## src/rtl/coeff_loader_pkg.sv

```systemverilog
// Shared types and helpers for the coefficient loader.
package coeff_loader_pkg;

    typedef enum logic [1:0] {
        S_IDLE  = 2'd0,
        S_START = 2'd1,
        S_ACK   = 2'd2,
        S_RUN   = 2'd3
    } state_t;

    // Widest coefficient the extension helper can handle.
    localparam int unsigned MAX_COEFF_W = 256;

    // Number of input beats that make up one full-width coefficient.
    function automatic int unsigned calc_beats(input int unsigned coeff_w, input int unsigned in_w);
        return coeff_w / in_w;
    endfunction

    // Counter width for n distinct values, never narrower than one bit.
    function automatic int unsigned cnt_width(input int unsigned n);
        return (n <= 1) ? 1 : $clog2(n);
    endfunction

    // Extend the low in_w bits of data to the full width, by sign or by zero.
    function automatic logic [MAX_COEFF_W-1:0] extend_beat(
        input logic [MAX_COEFF_W-1:0] data,
        input int unsigned            in_w,
        input logic                   sign_ext
    );
        logic [MAX_COEFF_W-1:0] mask;
        logic                   fill;
        mask = ~({MAX_COEFF_W{1'b1}} << in_w);
        fill = sign_ext & (|(data & (MAX_COEFF_W'(1) << (in_w - 1))));
        return (data & mask) | (fill ? ~mask : '0);
    endfunction

endpackage

```

## src/rtl/coeff_loader_shadow.sv

```systemverilog
// Shadow frame collector: assembles beats into coefficients and flags a full frame.
module coeff_shadow
    import coeff_loader_pkg::*;
#(
    parameter int unsigned NUM_COEFF = 2,
    parameter int unsigned COEFF_W   = 32,
    parameter int unsigned IN_W      = 8,
    parameter bit          SIGN_EXT  = 1'b1
) (
    input  logic                           clk,
    input  logic                           rst_n,
    input  logic                           i_ena,
    input  logic                           i_flush,
    input  logic                           i_short_mode,
    input  logic                           i_in_valid,
    input  logic [IN_W-1:0]                i_in_data,
    input  logic                           i_commit,
    output logic                           o_in_ready,
    output logic                           o_frame_full,
    output logic [NUM_COEFF*COEFF_W-1:0]   o_shadow_flat
);

    localparam int unsigned BEATS       = calc_beats(COEFF_W, IN_W);
    localparam int unsigned BEAT_CNT_W  = cnt_width(BEATS);
    localparam int unsigned COEFF_CNT_W = cnt_width(NUM_COEFF);
    localparam logic [BEAT_CNT_W-1:0]  LAST_BEAT  = BEAT_CNT_W'(BEATS - 1);
    localparam logic [COEFF_CNT_W-1:0] LAST_COEFF = COEFF_CNT_W'(NUM_COEFF - 1);

    logic [BEAT_CNT_W-1:0]  r_beat;
    logic [COEFF_CNT_W-1:0] r_coeff;
    logic                   r_short;
    logic                   r_frame_full;
    logic [COEFF_W-1:0]     r_shadow [NUM_COEFF];

    logic                   w_accept;
    logic                   w_first;
    logic                   w_short;
    logic                   w_last_beat;
    logic                   w_last_coeff;
    logic [COEFF_W-1:0]     w_ext;
    logic [COEFF_W-1:0]     w_old;
    logic [COEFF_W-1:0]     w_mask;
    logic [COEFF_W-1:0]     w_word;
    logic [COEFF_W-1:0]     w_new;

    assign o_in_ready   = i_ena & ~r_frame_full & ~i_flush;
    assign o_frame_full = r_frame_full;
    assign w_accept     = i_in_valid & o_in_ready;
    assign w_first      = (r_beat == '0) && (r_coeff == '0);
    // Mode is taken live on the first beat, from the latch afterwards.
    assign w_short      = w_first ? i_short_mode : r_short;
    assign w_last_beat  = w_short | (r_beat == LAST_BEAT);
    assign w_last_coeff = (r_coeff == LAST_COEFF);
    assign w_ext        = COEFF_W'(extend_beat(MAX_COEFF_W'(i_in_data), IN_W, SIGN_EXT));
    assign w_mask       = COEFF_W'({IN_W{1'b1}}) << (r_beat * IN_W);
    assign w_word       = COEFF_W'(i_in_data) << (r_beat * IN_W);

    // Select the entry being assembled and merge the incoming beat into it.
    always_comb begin
        w_old = '0;
        for (int i = 0; i < NUM_COEFF; i++) begin
            if (r_coeff == COEFF_CNT_W'(i)) w_old = r_shadow[i];
            o_shadow_flat[i*COEFF_W +: COEFF_W] = r_shadow[i];
        end
        if (w_short)
            w_new = w_ext;
        else if (r_beat == '0)
            w_new = COEFF_W'(i_in_data);
        else
            w_new = (w_old & ~w_mask) | w_word;
    end

    // Beat/coeff counters, mode latch and frame-full flag.
    always_ff @(posedge clk or negedge rst_n) begin
        if (!rst_n) begin
            r_beat       <= '0;
            r_coeff      <= '0;
            r_short      <= 1'b0;
            r_frame_full <= 1'b0;
        end else if (i_ena) begin
            if (i_flush) begin
                r_beat       <= '0;
                r_coeff      <= '0;
                r_frame_full <= 1'b0;
            end else begin
                if (i_commit) r_frame_full <= 1'b0;
                if (w_accept) begin
                    if (w_first) r_short <= i_short_mode;
                    if (w_last_beat) begin
                        r_beat <= '0;
                        if (w_last_coeff) begin
                            r_coeff      <= '0;
                            r_frame_full <= 1'b1;
                        end else begin
                            r_coeff <= r_coeff + 1'b1;
                        end
                    end else begin
                        r_beat <= r_beat + 1'b1;
                    end
                end
            end
        end
    end

    // Shadow storage, written one entry per accepted beat.
    always_ff @(posedge clk or negedge rst_n) begin
        if (!rst_n) begin
            for (int i = 0; i < NUM_COEFF; i++) r_shadow[i] <= '0;
        end else begin
            for (int i = 0; i < NUM_COEFF; i++)
                if (w_accept && (r_coeff == COEFF_CNT_W'(i))) r_shadow[i] <= w_new;
        end
    end

endmodule

```

## src/rtl/coeff_loader.sv

```systemverilog
// Coefficient loader top: commits shadow frames to the core and runs the start/busy handshake.
//
// state   | meaning
// S_IDLE  | waiting for a full shadow frame and an idle core
// S_START | coefficients committed, start_calc asserted this cycle
// S_ACK   | waiting for core_busy to rise, bounded by ACK_TIMEOUT
// S_RUN   | core busy; next frame may be collected meanwhile
module coeff_loader
    import coeff_loader_pkg::*;
#(
    parameter int unsigned NUM_COEFF   = 2,
    parameter int unsigned COEFF_W     = 32,
    parameter int unsigned IN_W        = 8,
    parameter bit          SIGN_EXT    = 1'b1,
    parameter int unsigned ACK_TIMEOUT = 16
) (
    input  logic                         clk,
    input  logic                         rst_n,
    input  logic                         i_ena,
    input  logic                         i_flush,
    input  logic                         i_short_mode,
    input  logic                         i_in_valid,
    input  logic [IN_W-1:0]              i_in_data,
    output logic                         o_in_ready,
    output logic [NUM_COEFF*COEFF_W-1:0] o_coeff_flat,
    output logic                         o_start_calc,
    input  logic                         i_core_busy,
    output logic                         o_frame_full,
    output logic                         o_err_timeout
);

    localparam int unsigned ACK_CNT_W = cnt_width(ACK_TIMEOUT + 1);
    localparam logic [ACK_CNT_W-1:0] ACK_LIMIT = ACK_CNT_W'(ACK_TIMEOUT);

    state_t                         r_state;
    state_t                         w_state_nxt;
    logic                           r_idle_q;
    logic [ACK_CNT_W-1:0]           r_ack_cnt;
    logic                           r_err_timeout;
    logic [NUM_COEFF*COEFF_W-1:0]   r_coeff_flat;
    logic [NUM_COEFF*COEFF_W-1:0]   w_shadow_flat;
    logic                           w_frame_full;
    logic                           w_commit;
    logic                           w_start;
    logic                           w_ack_clr;
    logic                           w_ack_inc;
    logic                           w_timeout;

    coeff_shadow #(
        .NUM_COEFF (NUM_COEFF),
        .COEFF_W   (COEFF_W),
        .IN_W      (IN_W),
        .SIGN_EXT  (SIGN_EXT)
    ) u_shadow (
        .clk           (clk),
        .rst_n         (rst_n),
        .i_ena         (i_ena),
        .i_flush       (i_flush),
        .i_short_mode  (i_short_mode),
        .i_in_valid    (i_in_valid),
        .i_in_data     (i_in_data),
        .i_commit      (w_commit),
        .o_in_ready    (o_in_ready),
        .o_frame_full  (w_frame_full),
        .o_shadow_flat (w_shadow_flat)
    );

    assign o_frame_full  = w_frame_full;
    assign o_coeff_flat  = r_coeff_flat;
    assign o_err_timeout = r_err_timeout;
    assign o_start_calc  = i_ena & w_start;

    // Next-state and handshake strobes.
    always_comb begin
        w_state_nxt = r_state;
        w_commit    = 1'b0;
        w_start     = 1'b0;
        w_ack_clr   = 1'b0;
        w_ack_inc   = 1'b0;
        w_timeout   = 1'b0;
        case (r_state)
            S_IDLE: begin
                // Core must have been idle for two consecutive samples.
                if (w_frame_full && r_idle_q && !i_core_busy) begin
                    w_commit    = 1'b1;
                    w_state_nxt = S_START;
                end
            end
            S_START: begin
                w_start     = 1'b1;
                w_ack_clr   = 1'b1;
                w_state_nxt = S_ACK;
            end
            S_ACK: begin
                if (i_core_busy) begin
                    w_state_nxt = S_RUN;
                end else begin
                    w_ack_inc = 1'b1;
                    if ((ACK_TIMEOUT != 0) && (r_ack_cnt + 1'b1 == ACK_LIMIT)) begin
                        w_timeout   = 1'b1;
                        w_state_nxt = S_IDLE;
                    end
                end
            end
            S_RUN: begin
                if (!i_core_busy) w_state_nxt = S_IDLE;
            end
            default: w_state_nxt = S_IDLE;
        endcase
    end

    // State, idle filter, ack counter, commit register and sticky timeout flag.
    always_ff @(posedge clk or negedge rst_n) begin
        if (!rst_n) begin
            r_state       <= S_IDLE;
            r_idle_q      <= 1'b0;
            r_ack_cnt     <= '0;
            r_err_timeout <= 1'b0;
            r_coeff_flat  <= '0;
        end else if (i_ena) begin
            r_state  <= w_state_nxt;
            r_idle_q <= ~i_core_busy;
            if (w_ack_clr)
                r_ack_cnt <= '0;
            else if (w_ack_inc)
                r_ack_cnt <= r_ack_cnt + 1'b1;
            if (w_commit) r_coeff_flat <= w_shadow_flat;
            // Flush is the software clear and takes priority over a new timeout.
            if (i_flush)
                r_err_timeout <= 1'b0;
            else if (w_timeout)
                r_err_timeout <= 1'b1;
        end
    end

endmodule
```

## config.mk

```make
export PLATFORM = sky130hd
export DESIGN_NAME = coeff_loader
export DESIGN_NICKNAME = d
export VERILOG_FILES = /design/src/rtl/coeff_loader_pkg.sv /design/src/rtl/coeff_loader_shadow.sv /design/src/rtl/coeff_loader.sv
export SDC_FILE = /design/constraint.sdc
export NUM_CORES = 1
export LEC_CHECK = 0
export ABC_AREA = 0
export CAP_MARGIN = 25
export CORE_UTILIZATION = 30
export DETAILED_ROUTE_END_ITERATION = 7
export RECOVER_POWER = 100
export SLEW_MARGIN = 15
export SYNTH_ARGS = -nofsm -noshare
export SYNTH_HDL_FRONTEND = slang
export SYNTH_SLANG_ARGS = --single-unit
export TNS_END_PERCENT = 20
```

## constraint.sdc

```tcl
create_clock -name clk -period 4.6 [get_ports clk]
set_input_delay 0.69 -clock clk [delete_from_list [all_inputs] [get_ports clk]]
set_output_delay 0.69 -clock clk [all_outputs]
set_load 0.02 [all_outputs]
```

==> results_dict.tcl <==
set metrics [dict create \
    period_needed_ns 3.480 \
    drtIter0Drc 218 \
    met1Wirelength_mm 6.780 \
    area.growth.synth_to_final_pct 23.36 \
    htree_num_levels 4 \
    final.setup.tns_ns 0 \
    via_count 4310 \
    fin_hold_ws_ns 0.4868 \
    timing.final.hold_violations 0 \
    peak_supply_drop_mv 0.2520 \
    postRouteAntennaNets 0 \
    drive_gt1_frac 0.1066 \
    worst-path-max-fanout 36 \
    most-common-layout-cells "sky130_fd_sc_hd__dfrtp_1, sky130_fd_sc_hd__nor2_1, sky130_fd_sc_hd__dlygate4sd3_1" \
    floorplan.die.height_um 147.7 \
    grt_pass1_vias 4528 \
    io_buffers 82 \
    ys_seq_elements 142 \
    critical_path.max_stage_delay_ns 1.04 \
    post_cts_hold_buffer_count 0 \
    post_cts.resized_instances 0 \
    antennaDiodeCount 0 \
    highest_layer "met4" \
    routed-wl-met2_mm 7.297 \
    buffers_and_inverters_on_the_worst_path 2 \
    number_of_synthesized_flops_with_an_enable_pin 0 \
    final_util 0.3833 \
    finish.cell_count_without_fillers 889 \
    cts.path.max_buffers 2 \
    max_freq_mhz 287.4 \
    drc 0 \
    worstSetupStartpointType "input port" \
    worstSetupPathType "in2reg" \
    hp-class "reg2reg" \
    worst_path_dominant_cell_family "buffers and inverters" \
    cts_buffers 17 \
    timing.critical_path.to_type "register" \
    placer_congestion 0.7200 \
    placed_cells_incl_taps 854 \
    layout.cell_area.non_filler_um2 7856 \
    wl_met3_um 779 \
    dp_slack_ns 1.368 \
    dieArea_um2 21820 \
    cts_tree "yes" \
    worst-endpoint-required_ns 4.85 \
    layout_commonest_cell "sky130_fd_sc_hd__dfrtp_1" \
    power_mw 4.501 \
    post-cts-setup-buffers 0 \
    synthesis.instances 532 \
    dieWidth_um 147.7 \
    fin_nets 626 \
    synth.cell_area_um2 6369 \
    grt_setup_unrepaired "false" \
    syn-mean-instance-area_um2 11.97 \
    globalRoute.totalOverflow 0 \
    drt_wl_total_mm 15.21 \
    worst_skew_pair.late_latency_ns 0.42 \
    worstPathCellList "dlygate4sd3_1 -> nand4bb_1 -> nor2_4 -> clkbuf_1 -> a21oi_1" \
    post_synth_num_cell_types 39 \
    detailed_place.area_um2 7387 \
    slew_viol_final 36 \
    pin_count 83 \
    clk_pin_slew_ns 0.06 \
    antenna_found_initial 0 \
    layout_setup_ws_ns 1.120 \
    timing_worst_slew_pin_value_ns 2.106 \
    clk_root_buffer_cell "sky130_fd_sc_hd__clkbuf_16" \
    power.density_nw_per_um2 572.9 \
    slew-limit-headroom -0.4040 \
    synth_top_flop_cell "sky130_fd_sc_hd__dfrtp_1" \
    initial_utilization 0.3107 \
    fin_crit_sh 0.7565 \
    clock-sinks 142 \
    postSynthNetCount 552 \
    slowest_stage "sky130_fd_sc_hd__clkbuf_1" \
    rows 52 \
    cap_violations 1 \
    seq_area_frac_synth 0.5580 \
    placeableCoreArea_um2 20490 \
    setup_viol_count_final 0 \
    p_leak_nw 3.714 \
    dp_hpwl_mm 10.05 \
    finClkSkew_ns 0.009926 \
    drt_pass1_iterations 4 \
    outcome "finished with violations" \
    route.detailed.vias_per_inst 4.848 \
    r2r_setup_slack_ns 1.67 \
    violated_checks "capacitance limit, slew limit" \
    grt_first_pass_wirelength_mm 24.79 \
    grt_max_degree 110 \
    synth_async_sr_flop_share 1.000 \
    drt-wirelength-per-cell_um 17.11 \
    arrival_ns 3.73 \
    grt_util_all_layers 0.1499 \
    yosysWarnings 0 \
]
[layout make-up]
class / instances / area, um2
multi-input cells: 352 / 2429
repair buffers: 90 / 912.1
well taps: 270 / 337.8
clock inverters: 9 / 133.9
flip-flops and latches: 142 / 3555
clock buffers: 23 / 478.0
inverters: 3 / 11.26
fillers: 2004 / 12640
[cells by family (layout without fill, tap and decap cells)]
kind of cell,count (synthesis),in the layout,synth area share
compound gates,114,114,0.1071
mux,100,100,0.2006
simple gates,131,131,0.08979
flops,142,142,0.5580
xor+xnor,2,2,0.002751
fa+ha+maj,5,5,0.009823
buf+inv,38,125,0.03202
[state kept, by name, indices dropped and copies added, names as in the netlist]
| signal | count |
|---|---|
| r_state | 2 |
| o_coeff_flat | 64 |
| o_err_timeout | 1 |
| r_ack_cnt | 5 |
| u_shadow.o_frame_full | 1 |
| u_shadow.r_coeff | 1 |
| u_shadow.r_beat | 2 |
| r_idle_q | 1 |
| u_shadow.r_short | 1 |
| u_shadow.o_shadow_flat | 64 |
[routing by layer]
metal / GRT usage / up-vias
met5: 0 / -
met4: 0.06598 / 0
met3: 0.03642 / 26
li1: - / 2035
met1: 0.1929 / 2158
met2: 0.2396 / 91
[synthesized netlist by cell type, drive strengths merged (3+ instances only)]
master / n / area [um2]
ha: 5 / 62.56
a22o: 4 / 35.03
nand2: 11 / 41.29
or3: 3 / 18.77
dfrtp: 142 / 3553
a211oi: 24 / 180.2
nor2: 98 / 367.9
mux2: 74 / 1017
a22oi: 8 / 60.06
inv: 3 / 11.26
nand3: 4 / 20.02
buf: 26 / 157.7
clkbuf: 9 / 35.03
mux2i: 26 / 260.3
and3: 3 / 18.77
a21oi: 69 / 345.3
o21ai: 4 / 20.01
[report_power, final]
part / internal (mW) / total [mW] / switching [mW] / leakage, nW
Sequential: 1.62 / 1.95 / 0.336 / 1.80
Combinational: 0.528 / 1.13 / 0.604 / 1.63
Clock: 0.896 / 1.42 / 0.521 / 0.286
[worst register-to-register path, delay by kind of cell, from the launching register on]
kind	cells	cell delay (ns)
AND/OR/NAND/NOR	2	1.07
buffers and inverters	1	1.04
flip-flops	1	0.47
AO/OA/AOI/OAI	1	0.18
[worst paths after layout]
path	depth (start not counted)	startpoint	to
worst max-delay path	5	i_ena	u_shadow.o_shadow_flat[17]$_DFFE_PN0P_
worst min-delay path	1	o_coeff_flat[29]$_DFFE_PN0P_	o_coeff_flat[29]$_DFFE_PN0P_
worst max register to register	4	u_shadow.o_frame_full$_DFFE_PN0P_	u_shadow.o_shadow_flat[17]$_DFFE_PN0P_
worst min register to register	1	o_coeff_flat[29]$_DFFE_PN0P_	o_coeff_flat[29]$_DFFE_PN0P_
max in group asynchronous	2	rst_n	o_coeff_flat[52]$_DFFE_PN0P_
min in group asynchronous	1	rst_n	u_shadow.o_shadow_flat[28]$_DFFE_PN0P_
(Power assumes the default switching activity.)
